File: src/rtl/spy_arbiter.sv
`default_nettype none
// +----------------------------------------------------------------------------+
// | spy_arbiter: round-robin sharing of the spy bus between two debug masters.  |
// | Rev 1.0                                                                    |
// +----------------------------------------------------------------------------+
module spy_arbiter #(
  parameter int unsigned GAP_CYCLES = 1
) (
  input  logic        clk,
  input  logic        reset,
  input  logic        req0,
  input  logic        req1,
  input  logic        we0,
  input  logic        we1,
  input  logic [3:0]  addr0,
  input  logic [3:0]  addr1,
  input  logic [15:0] wdata0,
  input  logic [15:0] wdata1,
  output logic        ack0,
  output logic        ack1,
  output logic [15:0] rdata0,
  output logic [15:0] rdata1,
  output logic        busy,
  input  logic [15:0] spy_in,
  output logic [15:0] spy_out,
  output logic        dbread,
  output logic        dbwrite,
  output logic [3:0]  eadr
);

  typedef enum logic [1:0] {
    S_IDLE   = 2'd0,
    S_STROBE = 2'd1,
    S_ACK    = 2'd2,
    S_GAP    = 2'd3
  } state_t;

  localparam logic [3:0] c_GAP_LOAD = (GAP_CYCLES > 0) ? 4'(GAP_CYCLES - 1) : 4'd0;
  localparam logic       c_HAS_GAP  = (GAP_CYCLES > 0);

  state_t      r_state;
  state_t      w_state_nxt;
  logic        r_last;
  logic        r_owner;
  logic        r_we;
  logic [3:0]  r_gap_cnt;
  logic        r_ack0, r_ack1, r_dbread, r_dbwrite;
  logic [15:0] r_rdata0, r_rdata1, r_spy_out;
  logic [3:0]  r_eadr;

  logic        w_any_req;
  logic        w_win;
  logic        w_we;
  logic [3:0]  w_addr;
  logic [15:0] w_wdata;

  // On a tie the requester that did not win last time takes the bus.
  assign w_any_req = req0 | req1;
  assign w_win     = (req0 & req1) ? ~r_last : req1;
  assign w_we      = w_win ? we1    : we0;
  assign w_addr    = w_win ? addr1  : addr0;
  assign w_wdata   = w_win ? wdata1 : wdata0;

  always_ff @(posedge clk) begin
    if (reset) r_state <= S_IDLE;
    else       r_state <= w_state_nxt;
  end

  always_comb begin
    w_state_nxt = r_state;
    case (r_state)
      S_IDLE:   if (w_any_req) w_state_nxt = S_STROBE;
      S_STROBE: w_state_nxt = S_ACK;
      S_ACK:    w_state_nxt = c_HAS_GAP ? S_GAP : S_IDLE;
      S_GAP:    if (r_gap_cnt == 4'd0) w_state_nxt = S_IDLE;
      default:  w_state_nxt = S_IDLE;
    endcase
  end

  // Bus outputs are registered: loaded at the grant edge, cleared one edge later.
  always_ff @(posedge clk) begin
    if (reset) begin
      r_last    <= 1'b1;
      r_owner   <= 1'b0;
      r_we      <= 1'b0;
      r_gap_cnt <= 4'd0;
      r_ack0    <= 1'b0;
      r_ack1    <= 1'b0;
      r_rdata0  <= 16'd0;
      r_rdata1  <= 16'd0;
      r_spy_out <= 16'd0;
      r_dbread  <= 1'b0;
      r_dbwrite <= 1'b0;
      r_eadr    <= 4'd0;
    end else begin
      r_ack0    <= 1'b0;
      r_ack1    <= 1'b0;
      r_spy_out <= 16'd0;
      r_dbread  <= 1'b0;
      r_dbwrite <= 1'b0;
      r_eadr    <= 4'd0;
      case (r_state)
        S_IDLE: begin
          if (w_any_req) begin
            r_owner   <= w_win;
            r_last    <= w_win;
            r_we      <= w_we;
            r_dbread  <= ~w_we;
            r_dbwrite <= w_we;
            r_eadr    <= w_addr;
            r_spy_out <= w_we ? w_wdata : 16'd0;
          end
        end
        S_STROBE: begin
          if (!r_we) begin
            if (r_owner) r_rdata1 <= spy_in;
            else         r_rdata0 <= spy_in;
          end
          r_ack0 <= ~r_owner;
          r_ack1 <= r_owner;
        end
        S_ACK: r_gap_cnt <= c_GAP_LOAD;
        S_GAP: if (r_gap_cnt != 4'd0) r_gap_cnt <= r_gap_cnt - 4'd1;
        default: ;
      endcase
    end
  end

  assign ack0    = r_ack0;
  assign ack1    = r_ack1;
  assign rdata0  = r_rdata0;
  assign rdata1  = r_rdata1;
  assign spy_out = r_spy_out;
  assign dbread  = r_dbread;
  assign dbwrite = r_dbwrite;
  assign eadr    = r_eadr;
  assign busy    = (r_state != S_IDLE);

endmodule
`default_nettype wire
File: config.mk
export PLATFORM = sky130hd
export DESIGN_NAME = spy_arbiter
export DESIGN_NICKNAME = d
export VERILOG_FILES = /design/src/rtl/spy_arbiter.sv
export SDC_FILE = /design/constraint.sdc
export NUM_CORES = 1
export LEC_CHECK = 0
export BUFFER_PORTS_ARGS = -buffer_cell sky130_fd_sc_hd__buf_2
export CAP_MARGIN = 20
export CORE_ASPECT_RATIO = 1.4
export CORE_MARGIN = 3
export CORE_UTILIZATION = 49
export DETAILED_ROUTE_END_ITERATION = 16
export PLACE_DENSITY = 0.85
export SLEW_MARGIN = 40
export SYNTH_ARGS = -nofsm -noshare
export SYNTH_HDL_FRONTEND = slang
export SYNTH_SLANG_ARGS = --single-unit
export TNS_END_PERCENT = 50
File: constraint.sdc
create_clock -name clk -period 4.8 [get_ports clk]
set_input_delay 0.48 -clock clk [delete_from_list [all_inputs] [get_ports clk]]
set_output_delay 0.48 -clock clk [all_outputs]
set_load 0.01 [all_outputs]
=== After elaboration in Yosys (flattened, before gate mapping) ===
Index checks and enable logic that the tools add are counted.

* Register bits: 65
* Bits in latches: 0
* Memory bits (writable): 0
* ROM bits: 0
* Bits of input ports: 62
* Output and inout port bits: 57
* Logic and storage cells: 51
* Memories: 0

* Add/sub/neg operators: 1
* Multipliers: 0
* Div/mod/pow operators: 0
* Magnitude comparators: 0
* Equal/unequal tests: 6
* Shift operators: 0
* Mux-type cells: 9
* Bitwise logic cells: 9
* Reduce and logical (&&, ||, !) cells: 13

{| class="wikitable"
|+ Operators by type and width
! operator !! number
|-
| 16-bit 2-to-1 mux || 1
|-
| 4-bit 2-to-1 mux || 2
|-
| 2-bit one-hot mux with 4 select lines || 1
|-
| 4-bit one-hot mux with 2 select lines || 1
|-
| 1-bit NOT || 7
|-
| 2-bit inequality test (second input constant) || 3
|-
| 2-bit AND reduction || 3
|-
| 3-bit AND reduction || 2
|-
| 2-bit == test (second input constant) || 2
|-
| 4-bit logical NOT || 1
|-
| 2-bit 2-to-1 mux || 2
|-
| 2-bit nonzero test || 2
|-
| 4-bit nonzero test || 1
|-
| 4-bit OR reduction || 1
|-
| 4-bit by 1-bit subtractor with 4-bit output (second input constant) || 1
|-
| 3-bit OR reduction || 1
|-
| 2-bit by 1-bit == test with 1-bit output (second input constant) || 1
|-
| 2-bit logical NOT || 1
|-
| 1-bit 2-to-1 mux || 2
|-
| 2-bit OR reduction || 1
|-
| 1-bit AND || 1
|-
| 1-bit OR || 1
|}

=== Depth between registers and ports, before layout ===
* Depth in word-level cells: 5
* Mapped depth: 7
* Depth with buffers taken out: 5

=== Least setup slack after synthesis ===
Ideal clock, no wire load.

* Path type: reg-to-reg
* Start: register r_state[1]
* End: register r_rdata0[5], in the netlist rdata0[5]
* Setup time: 132 ps
* Data arrival time: 1476 ps
* Data required time: 4668 ps
* Path slack: 3192 ps
* Cell stages (with the launch flop): 8
* Buffers on the path: 2
* Period minus slack after synthesis: 1608 ps
* Path through: dfxtp_1 -> inv_1 -> ha_1 -> or3b_2 -> clkbuf_1 -> buf_2 -> nand2_1 -> a21oi_1

* Cells in the longest elaborated chain, start to end: 2

{| class="wikitable"
|+ Ends and longest elaborated chain
! what !! RTL line !! RTL
|-
| from (decl) || 41 || <nowiki>state_t r_state;</nowiki>
|-
| from (signal assigned) || 66 || <nowiki>else r_state <= w_state_nxt;</nowiki>
|-
| 2-bit by 1-bit == test with 1-bit output || 102 || <nowiki>case (r_state)</nowiki>
|-
| 3-bit AND reduction (no source line) || n/a ||
|-
| to (signal assigned) || 117 || <nowiki>else r_rdata0 <= spy_in;</nowiki>
|-
| to (decl) || 48 || <nowiki>logic [15:0] r_rdata0, r_rdata1, r_spy_out;</nowiki>
|}

No other way between the ends.
A chain may end at the register's enable or synchronous reset.

=== Final worst setup path ===
* Start: register r_state[1]
* End: register r_spy_out[15], in the netlist spy_out[15]

* Cells in the longest elaborated chain, start to end: 3

{| class="wikitable"
|+ Ends and longest elaborated chain
! what !! RTL line !! RTL
|-
| 2-bit logical NOT || 102 ||
|-
| 1-bit NOT (no source line) || n/a ||
|-
| 4-bit OR reduction (no source line) || n/a ||
|-
| to (signal assigned) || 111 || <nowiki>r_spy_out <= w_we ? w_wdata : 16'd0;</nowiki>
|-
| to (decl) || 48 ||
|}

No other way between the ends.

==> results_dict.tcl <==
set metrics [dict create \
    setup_viol 0 \
    p_clk_frac 0.293 \
    hold_violations 0 \
    irDropWorstVdd_mv 0.279 \
    p_leak_nw 1.54 \
    worst_pin_slew_ps 797 \
    clkSlewWorstSetupHoldPaths_ps 70 \
    power.internal_w 0.00106 \
    syn2layout_area_growth_pct 32.7 \
    pre_cts_ws_ps 2570 \
    synth_edf_count 0 \
    routabilityCongestion 0.759 \
    crit_path_top_delay_cell "nand2b_1" \
    most-common-layout-cells "118 x buf_2, 67 x nand2_1, 65 x dfxtp_1, 35 x a21oi_1, 22 x mux2i_1" \
    grt_first_pass_wirelength_um 9560 \
    yosys-top-cells-area "dfxtp_1 52%, nand2_1 10%, mux2i_1 8.8%" \
    tritoncts "yes" \
    clockRootBuffer "clkbuf_8" \
    crit_buf_inv 1 \
    layout_commonest_cell "buf_2" \
    synth_top_family_by_area "simple AND/OR/NAND/NOR gates" \
    synth_compound_area_frac 0.112 \
    power_frac_comb 0.279 \
    routed_wl_um 5890 \
    num_vias 2284 \
    cts_buffers 9 \
    vias_per_cell 5.01 \
    hpwl_um 4360 \
    yosysWarnings 0 \
    synth_top_area_cell "dfxtp_1" \
    grt-ovfl-total 0 \
    first_pass_iters 4 \
    critPathTopFamily "simple AND/OR/NAND/NOR gates" \
    grt_setup_unrepaired "false" \
    clock_sinks 65 \
    min_path_type "in2reg" \
    cap_viol_max_count 0 \
    post_cts_buffers 0 \
    crit_required_ps 5040 \
    clk_latency_ps 330 \
    seq_power_share 0.429 \
    grt_max_degree 48 \
    critPathCapture "spy_out[15]" \
    async_flop_share 0 \
    cts_resized 0 \
    clock_path_buffers 2 \
    drtIter0Drc 127 \
    crit_path_start "r_state[1]" \
    synth_top_area_share 0.522 \
    r2r_cells 5 \
    nets 456 \
    start_util 0.511 \
    critical_path_class "reg2reg" \
    fin_crit_sh 0.377 \
    relSlewSlack 0.468 \
    n_antenna_cell 0 \
    synth-adder-area-share 0.0301 \
    fin_cells 456 \
    io_buffers 118 \
    swShare 0.320 \
    syn_area_mm2 0.00249 \
    ys_seq_area_frac 0.522 \
    row_count 30 \
    setup_slack_ps 2990 \
    endpoint_kind "register" \
    cts_max_level 3 \
    status "complete, no violations" \
    path_cells "inv_1 > ha_1 > o21a_1 > nand2b_1 > nor3_1" \
    grtUsageTotal 0.205 \
    crit_path_max_incr_delay_ps 440 \
    wl_per_cell_um 12.9 \
    route.detailed.drc 0 \
    worstPathArrival_ps 2050 \
    yosysUniqueCellTypes 31 \
    timing.fmax_mhz 553 \
    worstPathMaxFanout 21 \
    synth_ff_type "dfxtp_1" \
    fin_setup_tns_ps 0 \
    antenna_left 0 \
    synth-xor-area-share 0 \
    die_x_um 66.3 \
    powerDensity_mw_per_mm2 471 \
    hold_buffers 0 \
    antenna_found_initial 0 \
    cp_num_cells 5 \
    cp-start-kind "register" \
    rr_endpoint "spy_out[15]" \
    syn-num-nets 343 \
    skew_ps 6.96 \
    synthMuxAreaShare 0.0939 \
    place_inst 441 \
    grt_pass1_vias 2164 \
    hold_slack_ps 379 \
    rr_startpoint "r_state[1]" \
    avgSynthCellArea_um2 9.06 \
    syn_inst 275 \
    core_mm2 0.00488 \
    stdcell_area_mm2 0.00331 \
    ios 119 \
    ys_ff_latch 65 \
    place_area_mm2 0.00310 \
    rrSetupSlack_ps 2990 \
    p_switching_w 0.000499 \
    yosys.area_share.simple 0.204 \
    drv_slew 0 \
    layout-drive-gt1-share 0.357 \
    fin_crit_ps 1810 \
    die_area_mm2 0.00599 \
    die_y_um 90.4 \
]
-- flip-flops by register name, summed over array words and instances (netlist names) --
| name | cells |
|---|---|
| dbwrite | 1 |
| rdata0 | 16 |
| ack1 | 1 |
| r_state | 2 |
| spy_out | 16 |
| rdata1 | 16 |
| ack0 | 1 |
| r_last | 1 |
| eadr | 4 |
| r_we | 1 |
| dbread | 1 |
| r_owner | 1 |
| r_gap_cnt | 4 |
-- routing by layer --
layer / GRT usage / wire length, µm / vias up / share of wire
li1: - / - / 1154 / -
met1: 0.235 / 2410 / 1017 / 0.41
met2: 0.331 / 2760 / 103 / 0.47
met3: 0.0672 / 578 / 10 / 0.098
met4: 0.107 / 141 / 0 / 0.024
met5: 0 / 0 / - / 0
-- stage by stage --
step	power, W	util
2_1_floorplan	0.000958	-
3_3_place_gp	0.00109	0.635
3_5_place_dp	0.00112	0.636
4_1_cts	0.00157	0.676
5_1_grt	0.00165	0.678
6_report	0.00156	0.678
-- kinds of logic (layout without fill, tap and decap cells) --
family	after synthesis	count (layout)
AOI/OAI and AO/OA	47	47
muxes	23	23
and+or+nand+nor	111	111
adders and majority gates	6	6
buffers and inverters	23	140
DFF	65	65
-- power by group through the flow --
| stage | clock network, W | registers (W) | logic [W] |
|---|---|---|---|
| 2_1_floorplan | 0 | 0.000703 | 0.000255 |
| 3_3_place_gp | 0 | 0.000676 | 0.000418 |
| 3_5_place_dp | 0 | 0.000680 | 0.000435 |
| 4_1_cts | 0.000468 | 0.000669 | 0.000437 |
| 5_1_grt | 0.000487 | 0.000677 | 0.000490 |
| 6_report | 0.000456 | 0.000668 | 0.000434 |
-- worst min-delay path, stage by stage --
cell and delay, ps:
buf_2 70, mux2i_1 50, nor2_1 70
-- worst min path at each step --
| stage | endpoint | from | cells after the start |
|---|---|---|---|
| final | eadr[2] | addr0[2] | 3 |
| after global routing | rdata0[12] | spy_in[12] | 3 |
| after CTS | eadr[1] | addr0[1] | 3 |
| after detailed placement | rdata0[10] | rdata0[10] | 2 |
| after global placement | rdata1[12] | rdata1[12] | 2 |
| after floorplan | r_gap_cnt[0] | r_gap_cnt[0] | 2 |
-- cell usage after synthesis, types with 2 or more instances --
cell and instances:
or3b_2 2, and3b_1 3, nor3b_1 2, clkbuf_1 10
dfxtp_1 65, inv_1 6, a21oi_1 35, mux2i_1 22
nand2_1 67, nand3_1 2, nand2b_1 5, nor2_1 8
buf_2 7, ha_1 6, nor3_1 16, or3_1 2
o211ai_1 3
-- layout make-up --
type / instances / area [µm²]
Clock buffer: 12 / 155
Clock inverter: 3 / 40.0
Fill cell: 395 / 1570
Inverter: 6 / 22.5
Multi-Input combinational cell: 187 / 1110
Sequential cell: 65 / 1300
Tap cell: 64 / 80.1
Timing Repair Buffer: 119 / 598
Power figures use the tool's default switching activity.
